==> src/rtl/imem_fetch_unit.sv <==
// -----------------------------------------------------------------------------
// imem_fetch_unit
//   Instruction fetch initiator. Drives word addresses into a fixed-latency,
//   handshake-free instruction BRAM, tracks outstanding reads in a shift pipe,
//   captures returning words with their PC into a small FIFO and hands them to
//   decode over a valid/ready handshake. A redirect flushes everything in
//   flight and everything buffered, then restarts fetching at the target.
//
// Ports
//   clk            core clock
//   rst_n          asynchronous active-low reset
//   imem_addr      byte address to instruction memory (word aligned)
//   imem_q         memory read data, MEM_LATENCY cycles after the address
//   redirect_valid branch/jump taken this cycle
//   redirect_pc    redirect target (bits [1:0] ignored)
//   inst_valid     buffer holds at least one instruction
//   inst           instruction at buffer head
//   inst_pc        PC of the instruction at buffer head
//   inst_ready     decode accepts the head this cycle
// -----------------------------------------------------------------------------
module imem_fetch_unit #(
  parameter logic [31:0] RESET_PC    = 32'h0000_0000,
  parameter int          MEM_LATENCY = 2,
  parameter int          FIFO_DEPTH  = 4
) (
  input  logic        clk,
  input  logic        rst_n,
  output logic [31:0] imem_addr,
  input  logic [31:0] imem_q,
  input  logic        redirect_valid,
  input  logic [31:0] redirect_pc,
  output logic        inst_valid,
  output logic [31:0] inst,
  output logic [31:0] inst_pc,
  input  logic        inst_ready
);

  localparam int PW  = $clog2(FIFO_DEPTH);
  localparam int CW  = $clog2(FIFO_DEPTH) + 1;
  localparam int IFW = $clog2(MEM_LATENCY + 1);

  // Fetch PC and read-tracking pipe
  logic [31:0]            r_pc;
  logic [MEM_LATENCY-1:0] r_pipe_vld;
  logic [31:0]            r_pipe_pc [MEM_LATENCY];

  // Instruction buffer
  logic [31:0]   r_mem_inst [FIFO_DEPTH];
  logic [31:0]   r_mem_pc   [FIFO_DEPTH];
  logic [PW-1:0] r_wr_ptr;
  logic [PW-1:0] r_rd_ptr;
  logic [CW-1:0] r_count;

  // Registered decode-side outputs
  logic          r_inst_valid;
  logic [31:0]   r_inst;
  logic [31:0]   r_inst_pc;

  logic [IFW-1:0] w_in_flight;
  logic           w_issue;
  logic           w_push;
  logic           w_pop;
  logic [31:0]    w_redirect_tgt;
  logic [31:0]    w_ret_pc;
  logic [PW-1:0]  w_wr_ptr_nxt;
  logic [PW-1:0]  w_rd_ptr_nxt;
  logic [CW-1:0]  w_count_nxt;
  logic [31:0]    w_head_inst_nxt;
  logic [31:0]    w_head_pc_nxt;

  assign imem_addr      = r_pc;
  assign inst_valid     = r_inst_valid;
  assign inst           = r_inst;
  assign inst_pc        = r_inst_pc;
  // Masking keeps the low target bits out of the PC without leaving them unread.
  assign w_redirect_tgt = redirect_pc & 32'hFFFF_FFFC;
  assign w_ret_pc       = r_pipe_pc[MEM_LATENCY-1];

  // Credit accounting: reads in flight plus buffered words may never exceed
  // the buffer depth, so every outstanding read is guaranteed a slot.
  always_comb begin
    w_in_flight = '0;
    for (int i = 0; i < MEM_LATENCY; i++) begin
      if (r_pipe_vld[i]) begin
        w_in_flight = w_in_flight + IFW'(1);
      end else begin
        w_in_flight = w_in_flight;
      end
    end
    w_issue = !redirect_valid &&
              ((32'(r_count) + 32'(w_in_flight)) < 32'(FIFO_DEPTH));
    // A redirect drops the arriving return and ignores any pop.
    w_push  = r_pipe_vld[MEM_LATENCY-1] && !redirect_valid;
    w_pop   = r_inst_valid && inst_ready && !redirect_valid;
  end

  // Buffer next-state: pointers, occupancy and the next head entry
  always_comb begin
    w_wr_ptr_nxt    = r_wr_ptr;
    w_rd_ptr_nxt    = r_rd_ptr;
    w_count_nxt     = r_count;
    w_head_inst_nxt = r_inst;
    w_head_pc_nxt   = r_inst_pc;
    if (redirect_valid) begin
      w_wr_ptr_nxt = '0;
      w_rd_ptr_nxt = '0;
      w_count_nxt  = '0;
    end else begin
      if (w_push) begin
        w_wr_ptr_nxt = r_wr_ptr + PW'(1);
      end else begin
        w_wr_ptr_nxt = r_wr_ptr;
      end
      if (w_pop) begin
        w_rd_ptr_nxt = r_rd_ptr + PW'(1);
      end else begin
        w_rd_ptr_nxt = r_rd_ptr;
      end
      case ({w_push, w_pop})
        2'b10:   w_count_nxt = r_count + CW'(1);
        2'b01:   w_count_nxt = r_count - CW'(1);
        default: w_count_nxt = r_count;
      endcase
      // The new head may be the word being written this very cycle, in which
      // case it is taken straight from the return path.
      if (w_count_nxt != '0) begin
        if (w_push && (r_wr_ptr == w_rd_ptr_nxt)) begin
          w_head_inst_nxt = imem_q;
          w_head_pc_nxt   = w_ret_pc;
        end else begin
          w_head_inst_nxt = r_mem_inst[w_rd_ptr_nxt];
          w_head_pc_nxt   = r_mem_pc[w_rd_ptr_nxt];
        end
      end else begin
        w_head_inst_nxt = r_inst;
        w_head_pc_nxt   = r_inst_pc;
      end
    end
  end

  // Fetch PC and the read-tracking shift pipe
  always_ff @(posedge clk or negedge rst_n) begin
    if (!rst_n) begin
      r_pc       <= RESET_PC;
      r_pipe_vld <= '0;
      for (int i = 0; i < MEM_LATENCY; i++) begin
        r_pipe_pc[i] <= 32'h0000_0000;
      end
    end else begin
      if (redirect_valid) begin
        r_pc <= w_redirect_tgt;
      end else if (w_issue) begin
        r_pc <= r_pc + 32'd4;
      end
      r_pipe_vld[0] <= w_issue;
      r_pipe_pc[0]  <= r_pc;
      for (int i = 1; i < MEM_LATENCY; i++) begin
        r_pipe_vld[i] <= r_pipe_vld[i-1] && !redirect_valid;
        r_pipe_pc[i]  <= r_pipe_pc[i-1];
      end
    end
  end

  // Buffer storage; cleared on reset so the head is never unknown
  always_ff @(posedge clk or negedge rst_n) begin
    if (!rst_n) begin
      for (int i = 0; i < FIFO_DEPTH; i++) begin
        r_mem_inst[i] <= 32'h0000_0000;
        r_mem_pc[i]   <= 32'h0000_0000;
      end
    end else if (w_push) begin
      r_mem_inst[r_wr_ptr] <= imem_q;
      r_mem_pc[r_wr_ptr]   <= w_ret_pc;
    end
  end

  // Buffer pointers, occupancy and registered head outputs
  always_ff @(posedge clk or negedge rst_n) begin
    if (!rst_n) begin
      r_wr_ptr     <= '0;
      r_rd_ptr     <= '0;
      r_count      <= '0;
      r_inst_valid <= 1'b0;
      r_inst       <= 32'h0000_0000;
      r_inst_pc    <= 32'h0000_0000;
    end else begin
      r_wr_ptr     <= w_wr_ptr_nxt;
      r_rd_ptr     <= w_rd_ptr_nxt;
      r_count      <= w_count_nxt;
      r_inst_valid <= (w_count_nxt != '0);
      r_inst       <= w_head_inst_nxt;
      r_inst_pc    <= w_head_pc_nxt;
    end
  end

  imem_fetch_unit_chk #(
    .FIFO_DEPTH (FIFO_DEPTH)
  ) u_chk (
    .clk       (clk),
    .rst_n     (rst_n),
    .push      (w_push),
    .pop       (w_pop),
    .count     (32'(r_count)),
    .addr_lsb  (r_pc[1:0])
  );

endmodule

// -----------------------------------------------------------------------------
// imem_fetch_unit_chk
//   Protocol checks for the fetch unit: the buffer never overflows and the
//   fetch address is always word aligned.
//
// Ports
//   clk, rst_n  clock and asynchronous active-low reset
//   push, pop   buffer write / read this cycle
//   count       buffer occupancy
//   addr_lsb    low two bits of the fetch address
// -----------------------------------------------------------------------------
module imem_fetch_unit_chk #(
  parameter int FIFO_DEPTH = 4
) (
  input logic        clk,
  input logic        rst_n,
  input logic        push,
  input logic        pop,
  input logic [31:0] count,
  input logic [1:0]  addr_lsb
);

  a_no_overflow: assert property (@(posedge clk) disable iff (!rst_n)
    !(push && !pop && (count >= 32'(FIFO_DEPTH))))
    else $error("instruction buffer overflow");

  a_addr_aligned: assert property (@(posedge clk) disable iff (!rst_n)
    addr_lsb == 2'b00)
    else $error("fetch address not word aligned");

endmodule

==> config.mk <==
export PLATFORM = sky130hd
export DESIGN_NAME = imem_fetch_unit
export DESIGN_NICKNAME = d
export VERILOG_FILES = /design/src/rtl/imem_fetch_unit.sv
export SDC_FILE = /design/constraint.sdc
export NUM_CORES = 1
export LEC_CHECK = 0
export ABC_CLOCK_PERIOD_IN_PS = 4200
export BUFFER_PORTS_ARGS = -buffer_cell sky130_fd_sc_hd__buf_2
export CORE_MARGIN = 2
export CORE_UTILIZATION = 59
export DETAILED_ROUTE_END_ITERATION = 7
export PLACE_DENSITY = 0.9
export SLEW_MARGIN = 20
export SYNTH_ARGS = -nofsm -noshare
export SYNTH_HDL_FRONTEND = slang
export SYNTH_SLANG_ARGS = --single-unit
==> constraint.sdc <==
create_clock -name clk -period 4.2 [get_ports clk]
set_input_delay 0.84 -clock clk [delete_from_list [all_inputs] [get_ports clk]]
set_output_delay 0.84 -clock clk [all_outputs]
set_load 0.1 [all_outputs]
==> out/qor.txt, run 1 <==
Worst vdd ir = 0.000458 V
Avg WL per Cell = 22.2 um
Avg Vias per Cell = 6.10
Final period util = 0.817
Logic pwr share = 0.332
Top delay family on crit path = simple AND/OR/NAND/NOR gates
Arrival time worst endpoint = 3.86 ns
WP data required = 4.63 ns
Synthesized area = 0.0173 mm^2
DP Wirelength = 22.8 mm
Fillcell total = 1,755
Worst path max stage delay = 0.67 ns
Global-route wire length before repair = 64.4 mm
Worst-path fanout max = 76
P&R area growth vs syn = 15.0%
Min-Delay Path Class = input pin to asynchronous set/reset pin
Via count = 11,100
DIE WIDTH = 175 um
Critical Path Source Type = input pin
Register area share after synthesis = 0.594
Port-buffer cells = 158
Post-synth top flop = dfrtp_1
Worst-Margin Slew = 1.08 ns
Switching power = 5490 uW
Slew Viols, Final = 0
Crit end category = flop
CP bufs+invs = 4
Total power = 13,600 uW
GRT overflow = 0
Core Area = 0.0288 mm^2
Final worst-path setup slack = 0.770 ns
Int Pwr = 8120 uW
Reg-to-reg startpoint = r_pipe_vld[1]$_DFF_PN0_
Hold Fails Final Rpt = 0
Post_cts resized = 0
Number of synthesized flops with an enable pin = 0
Post-CTS Setup Inserts = 0
Yosys warnings = 0
Synth unique cells = 47
Max Freq = 292 MHz
Final ANT Viol Nets = 0
Layout cells sized above 1 = 0.398
Rel. slew slack = 0.278
Setup_tns = 0 ns
Worst path cell trace = buf_2 > nor2b_1 > inv_1 > ha_1 > inv_1 > fa_1 > xor2_1 > or3_1 > a41oi_4 > buf_12 > nor2_1 > a31oi_1
Flop pwr share = 0.393
Clk root buf = clkbuf_16
Skew-Pair Late Insertion Delay = 0.54 ns
Leakage = 0.00921 uW
Clock buffer depth = 3
Largest net degree at the start of global routing = 113
TritonCTS Sinks = 410
Register bit total from synthesis = 410
Finish-stage setup viols = 0
Die area = 0.0307 mm^2
DRC Markers = 0
Crit path time final = 3.43 ns
Clock buffer count from CTS = 41
Initial antenna violation count = 4
Chip height = 175 um
Io pins = 165
GRT Util Overall = 0.269
Final Wtd Congestion = 0.816
Multi-input logic area = 0.00666 mm^2
CP Class = input pin to flop
CTS tree = done
Status = finished clean
R2r setup slk = 0.77 ns
Register area = 0.0103 mm^2
Clock power frac = 0.275
Switching Fraction = 0.403
Most used cell, CP = inv_1
FFs w/ async S/R, synth = 1.00
Reg2reg path depth = 11
RSZ-0062 raised after global routing = false
Pwr dens = 685 mW/mm^2
Final non-filler cell area = 0.0199 mm^2
CTS H-tree lvls = 2
Clock slew at reported path FFs = 0.06 ns
Slowest library cell on the worst path = nor2b_1
Clock skew = 0.0204 ns
Hold Buf Count CTS = 0
R2r endpoint = inst_pc[8]$_DFFE_PN0P_
Number of global-route vias before repair = 11,800
WHS = 0.347 ns
Placed cell area = 0.0185 mm^2
Avg Cell Area, Syn = 13.7 um^2
WL final = 40.4 mm
Mapped Cells = 1,259
Place WS = 0.293 ns
Initial DRC Count = 1,021
Pre-antenna DRT Iters = 5
Fin nets = 1,480
Row cnt = 62
Max_cap viols = 0
Initial Util = 0.600
## cell usage in the layout (no fill, tap or decap), drive strengths merged, types with 3 or more instances in the layout
cell,count
a31oi,65
and3,3
and4,6
buf,175
bufinv,4
clkbuf,53
clkinv,13
conb,4
dfrtp,410
diode,4
ha,8
inv,12
mux2,248
mux2i,4
mux4,61
nand2,165
nand3,13
nand4,6
nor2,79
nor2b,5
nor3,9
nor4,4
o21ai,30
or3,4
xnor2,25
xor2,6
## stage by stage
| stage | cells | utilization |
|---|---|---|
| floorplan | 1262 | - |
| global placement | 1744 | 0.642 |
| detailed placement | 1744 | 0.642 |
| CTS | 1816 | 0.690 |
| global route | 1820 | 0.690 |
| finish | 1820 | 0.690 |
## power by group through the flow
| stage | sequential [uW] | combinational [uW] | clock, uW |
|---|---|---|---|
| floorplan | 7630 | 1270 | 0 |
| global placement | 5310 | 4370 | 0 |
| detailed placement | 5370 | 4480 | 0 |
| CTS | 5340 | 4540 | 3770 |
| global route | 5440 | 4720 | 3950 |
| finish | 5350 | 4520 | 3740 |
## state kept, by name, indices dropped and copies added (netlist names)
signal      count
r_pipe_vld      2
imem_addr      30
inst_pc        30
inst           32
r_mem_pc      120
inst_valid      1
r_rd_ptr        2
r_mem_inst    128
r_pipe_pc      30
w_ret_pc       30
r_wr_ptr        2
r_count         3
## cells by family (layout without fill, tap and decap cells)
| group | after synthesis | count (layout) | synth area share |
|---|---|---|---|
| other | 1 | 8 | 0.000217 |
| flip-flops | 410 | 410 | 0.594 |
| XOR/XNOR | 31 | 31 | 0.0168 |
| adder cells (fa/ha/maj) | 9 | 9 | 0.00695 |
| buffers and inverters | 88 | 258 | 0.0251 |
| AND/OR/NAND/NOR | 304 | 304 | 0.0778 |
| AO/OA/AOI/OAI | 103 | 103 | 0.0356 |
| multiplexers | 313 | 313 | 0.244 |
## cell usage after synthesis (4+ instances only)
cell type | number | area [um^2]
nor4_1 | 4 | 25.0
nand4_1 | 5 | 31.3
nand3_1 | 11 | 55.1
nor2b_1 | 5 | 31.3
ha_1 | 8 | 100
mux2i_1 | 4 | 40.0
buf_6 | 7 | 78.8
and4_1 | 4 | 35.0
mux2_2 | 248 | 2790
clkbuf_1 | 40 | 150
xor2_1 | 6 | 52.6
buf_2 | 24 | 120
a31oi_1 | 65 | 407
nand2_1 | 165 | 619
nor3_1 | 9 | 45.0
mux4_2 | 61 | 1370
nor2_1 | 79 | 297
dfrtp_1 | 410 | 10300
xnor2_1 | 24 | 210
o21ai_0 | 30 | 150
or3_1 | 4 | 25.0
inv_1 | 11 | 41.3
buf_4 | 5 | 37.5
## per-layer routing
layer	vias up	share of wire	global-route usage
li1	4775	-	-
met1	5743	0.40	0.356
met2	474	0.50	0.439
met3	104	0.064	0.0479
met4	0	0.035	0.127
met5	-	0	0
## area by class of cell
| type | count | share of cell area |
|---|---|---|
| Sequential cell | 410 | 0.516 |
| Multi-Input combinational cell | 764 | 0.335 |
| Clock buffer | 53 | 0.0584 |
| Timing Repair Buffer | 175 | 0.0518 |
| Tap cell | 384 | 0.0242 |
| Clock inverter | 19 | 0.0115 |
| Inverter | 11 | 0.00208 |
| Antenna cell | 4 | 0.000504 |
## how the worst max path moves through the flow
| stage | slack (ns) | start | cells after the start | to |
|---|---|---|---|---|
| floorplan | 0.64 | inst_valid$_DFF_PN0_ | 11 | inst[0]$_DFFE_PN0P_ |
| global placement | 0.46 | redirect_valid | 12 | inst_pc[18]$_DFFE_PN0P_ |
| detailed placement | 0.29 | redirect_valid | 12 | inst_pc[17]$_DFFE_PN0P_ |
| CTS | 0.77 | r_pipe_vld[1]$_DFF_PN0_ | 11 | inst_pc[17]$_DFFE_PN0P_ |
| global route | 0.54 | r_pipe_vld[1]$_DFF_PN0_ | 11 | inst_pc[17]$_DFFE_PN0P_ |
| finish | 0.77 | redirect_valid | 12 | inst_pc[8]$_DFFE_PN0P_ |
Power figures use the tool's default switching activity.
==> inputs of run 2 (changes only) <==
ABC_CLOCK_PERIOD_IN_PS = 3600   (was 4200)
clock period = 3.6 ns   (was 4.2 ns; I/O delays follow)
==> run 2 against run 1 <==
Utilization grew 0.29 points. First-iteration DRC count down 2.4%. Clock skew increased by 0.00082 ns. Largest power group unchanged.
==> out/qor.txt, run 2 (same netlist as run 1, synthesis figures left out) <==
CTS H-tree lvls = 2 (unchanged)
TritonCTS Sinks = 410 (unchanged)
Avg WL per Cell = 23.0 um (+3.7%)
Max_cap viols = 0 (unchanged)
Number of global-route vias before repair = 12,300 (+4.6%)
Rel. slew slack = 0.462 (+0.183)
Io pins = 165 (unchanged)
Final period util = 0.858
WL final = 42.2 mm (+4.4%)
DIE WIDTH = 175 um (unchanged)
Finish-stage setup viols = 0 (unchanged)
WHS = 0.239 ns (-0.108 ns)
Hold Fails Final Rpt = 0 (unchanged)
Skew-Pair Late Insertion Delay = 0.54 ns (about the same)
Via count = 11,300 (+1.6%)
Fin nets = 1,493 (+0.88%)
Worst-Margin Slew = 0.807 ns (-0.275 ns)
Layout cells sized above 1 = 0.401 (+0.00265)
Worst vdd ir = 0.000523 V (+14%)
GRT Util Overall = 0.281 (+0.0112)
Reg2reg path depth = 11 (unchanged)
Avg Vias per Cell = 6.15 (+0.83%)
Initial antenna violation count = 4 (unchanged)
Arrival time worst endpoint = 3.50 ns (-0.36 ns)
Initial Util = 0.600 (unchanged)
Pwr dens = 791 mW/mm^2 (+15%)
Fillcell total = 1,760 (+0.28%)
Clock buffer depth = 3 (unchanged)
Clock skew = 0.0212 ns (+0.000818 ns)
Row cnt = 62 (unchanged)
CP Class = flop to flop
Final ANT Viol Nets = 0 (unchanged)
GRT overflow = 0 (unchanged)
Total power = 15,800 uW (+16%)
Commonest non-fill, non-tap cell in the layout = dfrtp_1
Core Area = 0.0288 mm^2 (unchanged)
WP data required = 4.02 ns (-0.61 ns)
DRC Markers = 0 (unchanged)
CTS tree = done
Clock slew at reported path FFs = 0.07 ns (about the same)
Post-CTS Setup Inserts = 0 (unchanged)
Crit path time final = 3.09 ns
Setup_tns = 0 ns (unchanged)
Clk root buf = clkbuf_16
Chip height = 175 um (unchanged)
Global-route wire length before repair = 67.0 mm (+4.0%)
Leakage = 0.00925 uW (+0.49%)
Slew Viols, Final = 0 (unchanged)
Critical Path Source Type = flop
R2r endpoint = inst_pc[9]$_DFFE_PN0P_
Largest net degree at the start of global routing = 98 (-13%)
Final Wtd Congestion = 0.832 (+2.0%)
Reg-to-reg startpoint = r_pipe_vld[1]$_DFF_PN0_
Crit end category = flop
Post_cts resized = 0 (unchanged)
Die area = 0.0307 mm^2 (unchanged)
RSZ-0062 raised after global routing = false
Min-Delay Path Class = input pin to asynchronous set/reset pin
Status = finished clean
Pre-antenna DRT Iters = 5 (unchanged)
Port-buffer cells = 158 (unchanged)
Initial DRC Count = 996 (-2.4%)
Register area = 0.0103 mm^2 (unchanged)
R2r setup slk = 0.51 ns (-0.26 ns)
P&R area growth vs syn = 15.5%
Multi-input logic area = 0.00666 mm^2 (unchanged)
Max reg flops = 128 (unchanged)
Most flop-heavy register = r_mem_inst
Commonest non-fill, non-tap cells in the layout = dfrtp_1, mux2_2, nand2_1
Worst-path fanout max = 80 (+5.3%)
Worst Setup SP = r_pipe_vld[1]$_DFF_PN0_
Clock buffer count from CTS = 42 (+2.4%)
DP Wirelength = 23.8 mm (+4.7%)
Hold Buf Count CTS = 0 (unchanged)
Max Freq = 324 MHz
[run 2: worst max-delay path: stages (launching register included)]
cell and delay (ns):
dfrtp_1 0.44, nor2b_1 0.17, inv_1 0.09, ha_1 0.20, inv_1 0.06, fa_1 0.38
xor2_1 0.16, or3_1 0.38, a41oi_4 0.36, buf_12 0.37, nor2_1 0.07, a31oi_1 0.25
[run 2: cell type report]
type,count,share of cell area
sequential,410,0.514
multi-input combinational,764,0.334
timing repair buffer,187,0.0592
clock buffer,55,0.0581
tap,384,0.0241
clock inverter,18,0.00796
inverter,11,0.00207
antenna,4,0.000502
[run 2: report_power, final]
group	switching, uW	internal, uW	total, uW
Sequential	675	5590	6260
Combinational	4000	1320	5320
Clock	1780	2410	4190
[run 2: worst max-delay path by stage]
stage	endpoint	cells past startpoint	slack, ns
after global routing	inst_pc[9]$_DFFE_PN0P_	11	0.31
after CTS	inst_pc[9]$_DFFE_PN0P_	11	0.50
after floorplan	inst[0]$_DFFE_PN0P_	11	0.04
after global placement	inst[7]$_DFFE_PN0P_	11	0.38
final	inst_pc[9]$_DFFE_PN0P_	11	0.51
after detailed placement	inst_pc[17]$_DFFE_PN0P_	11	0.27
[run 2: per-layer routing]
layer | vias up | part of all wire | global-route usage | routed length, um
li1 | 4793 | - | - | -
met1 | 5879 | 0.39 | 0.362 | 16600
met2 | 477 | 0.51 | 0.465 | 21500
met3 | 119 | 0.058 | 0.0520 | 2470
met4 | 0 | 0.040 | 0.132 | 1670
met5 | - | 0 | 0 | 0
[run 2: through the flow]
stage	util	std cells	area (um^2)	setup WS (ns)
after floorplan	-	1262	17300	0.0377
after global placement	0.647	1756	18600	0.379
after detailed placement	0.647	1756	18600	0.269
after CTS	0.693	1829	19900	0.505
after global routing	0.693	1833	20000	0.310
final	0.693	1833	20000	0.512
==> inputs of run 3 (changes only) <==
CORE_ASPECT_RATIO = 0.5   (was not set)
==> run 3 against run 2 <==
First-iteration DRC count is 29% lower. Count of clock-buffer cells in the layout is 2 higher. Critical path type unchanged. Via count is 3.3% lower. Highest routed layer unchanged.
==> out/qor.txt, run 3 (same netlist as run 1, synthesis figures left out) <==
Layout cells sized above 1 = 0.391 (-0.00924)
Io pins = 165 (unchanged)
DRC Markers = 0 (unchanged)
Global-route wire length before repair = 62.4 mm (-6.9%)
Setup_tns = 0 ns (unchanged)
Fillcell total = 1,884 (+7.0%)
Row cnt = 44 (-29%)
Max_cap viols = 0 (unchanged)
Arrival time worst endpoint = 3.41 ns (-0.09 ns)
Avg Vias per Cell = 5.99 (-2.5%)
Register area = 0.0103 mm^2 (unchanged)
Initial antenna violation count = 0 (-4)
Clock skew = 0.00999 ns (-0.0112 ns)
CTS tree = done
Logic pwr share = 0.343 (+0.006)
Clock buffer depth = 3 (unchanged)
Die area = 0.0307 mm^2 (+0.28%)
RSZ-0062 raised after global routing = false
Hold Buf Count CTS = 0 (unchanged)
Rel. slew slack = 0.272 (-0.190)
Chip height = 125 um (-29%)
Commonest non-fill, non-tap cells in the layout = dfrtp_1, mux2_2, nand2_1
Final worst-path setup slack = 0.627 ns (+0.115 ns)
CTS H-tree lvls = 2 (unchanged)
Max reg flops = 128 (unchanged)
Placed cell area = 0.0185 mm^2 (-0.42%)
Clock buffer count from CTS = 37 (-12%)
Largest net degree at the start of global routing = 93 (-5.1%)
Final ANT Viol Nets = 0 (unchanged)
Final Wtd Congestion = 0.797 (-4.2%)
Number of global-route vias before repair = 11,700 (-4.5%)
Crit path time final = 2.97 ns (-0.115 ns)
Post_cts resized = 0 (unchanged)
Initial DRC Count = 708 (-29%)
Clock power frac = 0.250 (-0.016)
Worst-Margin Slew = 1.09 ns (+0.285 ns)
Leakage = 0.00912 uW (-1.5%)
Initial Util = 0.598 (-0.00255)
Switching Fraction = 0.406 (-0.00333)
Status = finished clean
Pre-antenna DRT Iters = 5 (unchanged)
P&R area growth vs syn = 14.0%
Placed Cells = 1,758 (+0.11%)
Final Non-Filler Cells = 1,819 (-0.76%)
Place WS = 0.271 ns (+0.00191 ns)
DP Wirelength = 23.2 mm (-2.7%)
Max Freq = 336 MHz (+3.9%)
Pwr dens = 774 mW/mm^2 (-2.2%)
GRT Util Overall = 0.258 (-0.0222)
Port-buffer cells = 158 (unchanged)
DIE WIDTH = 246 um (+40%)
Crit end category = flop
Flop pwr share = 0.407 (+0.010)
TritonCTS Sinks = 410 (unchanged)
Skew-Pair Late Insertion Delay = 0.52 ns (-0.02 ns)
Worst vdd ir = 0.000493 V (-5.6%)
Most flop-heavy register = r_mem_inst
WP data required = 4.03 ns (about the same)
Clk root buf = clkbuf_16
Hold Fails Final Rpt = 0 (unchanged)
GRT overflow = 0 (unchanged)
Switching power = 6180 uW (-4.2%)
Core Area = 0.0289 mm^2 (+0.43%)
Int Pwr = 9060 uW (-2.9%)
Finish-stage setup viols = 0 (unchanged)
Fin nets = 1,483 (-0.67%)
Commonest non-fill, non-tap cell in the layout = dfrtp_1
Min-Delay Path Class = input pin to asynchronous set/reset pin
Critical Path Source Type = flop
ANT cells = 0 (-4)
Post-CTS Setup Inserts = 0 (unchanged)
Slew Viols, Final = 0 (unchanged)
Multi-input logic area = 0.00667 mm^2 (about the same)
Final non-filler cell area = 0.0197 mm^2 (-1.3%)
CP Class = flop to flop
Worst-path fanout max = 75 (-6.3%)
WL final = 38.4 mm (-9.1%)
Avg WL per Cell = 21.1 um (-8.4%)
Clock slew at reported path FFs = 0.07 ns (about the same)
Via count = 10,900 (-3.3%)
Final period util = 0.826 (-0.0318)
[run 3: cell types whose count changed in the layout (fill, tap and decap cells not counted), sizes merged]
cell      before  now
clkinvlp       3    0
diode          4    0
clkinv        13    2
bufinv         2    1
inv           11   12
buf          187  182
clkbuf        55   57
[run 3: worst max-delay path, cell delays in order (launching register included)]
cell	delay [ns]
dfrtp_1	0.45
nor2b_1	0.19
inv_1	0.09
ha_1	0.20
inv_1	0.06
fa_1	0.37
xor2_1	0.16
or3_1	0.38
a41oi_4	0.33
buf_12	0.34
nor2_1	0.10
a31oi_1	0.18
[run 3: final timing paths]
check / cells past startpoint / slack [ns] / endpoint / startpoint
max: 11 / 0.63 / inst[25]$_DFFE_PN0P_ / r_pipe_vld[1]$_DFF_PN0_
min: 1 / 0.15 / r_pipe_pc[53]$_DFF_PN0_ / rst_n
max reg2reg: 11 / 0.63 / inst[25]$_DFFE_PN0P_ / r_pipe_vld[1]$_DFF_PN0_
min reg2reg: 0 / 0.35 / w_ret_pc[5]$_DFF_PN0_ / r_pipe_pc[37]$_DFF_PN0_
max in group asynchronous: 3 / 2.51 / inst[20]$_DFFE_PN0P_ / rst_n
min in group clk: 0 / 0.35 / w_ret_pc[5]$_DFF_PN0_ / r_pipe_pc[37]$_DFF_PN0_
[run 3: power groups by stage]
stage	clock (uW)	combinational (uW)	sequential, uW
final	3810	5220	6200
after global routing	4070	5450	6300
after CTS	3850	5250	6190
after detailed placement	0	5230	6250
after global placement	0	5100	6150
after floorplan	0	1480	8900
[run 3: area by class of cell]
class                   count  area share
flip-flops and latches    410       0.521
clock buffers              57      0.0554
inverters                  11     0.00210
multi-input cells         764       0.339
repair buffers            182      0.0555
clock inverters             4     0.00248
well taps                 391      0.0248
[run 3: metal layers]
layer	vias to the layer above	global-route usage	wire length [um]
li1	4761	-	-
met1	5680	0.335	15400
met2	365	0.441	19500
met3	94	0.0462	2180
met4	0	0.0955	1240
met5	-	0	0
[run 3: through the flow]
step,hold WS [ns],util,total power [uW]
3_5_place_dp,0.336,0.642,11500
3_3_place_gp,0.331,0.642,11300
2_1_floorplan,0.331,-,10400
5_1_grt,0.177,0.681,15800
6_report,0.146,0.681,15200
4_1_cts,0.153,0.681,15300
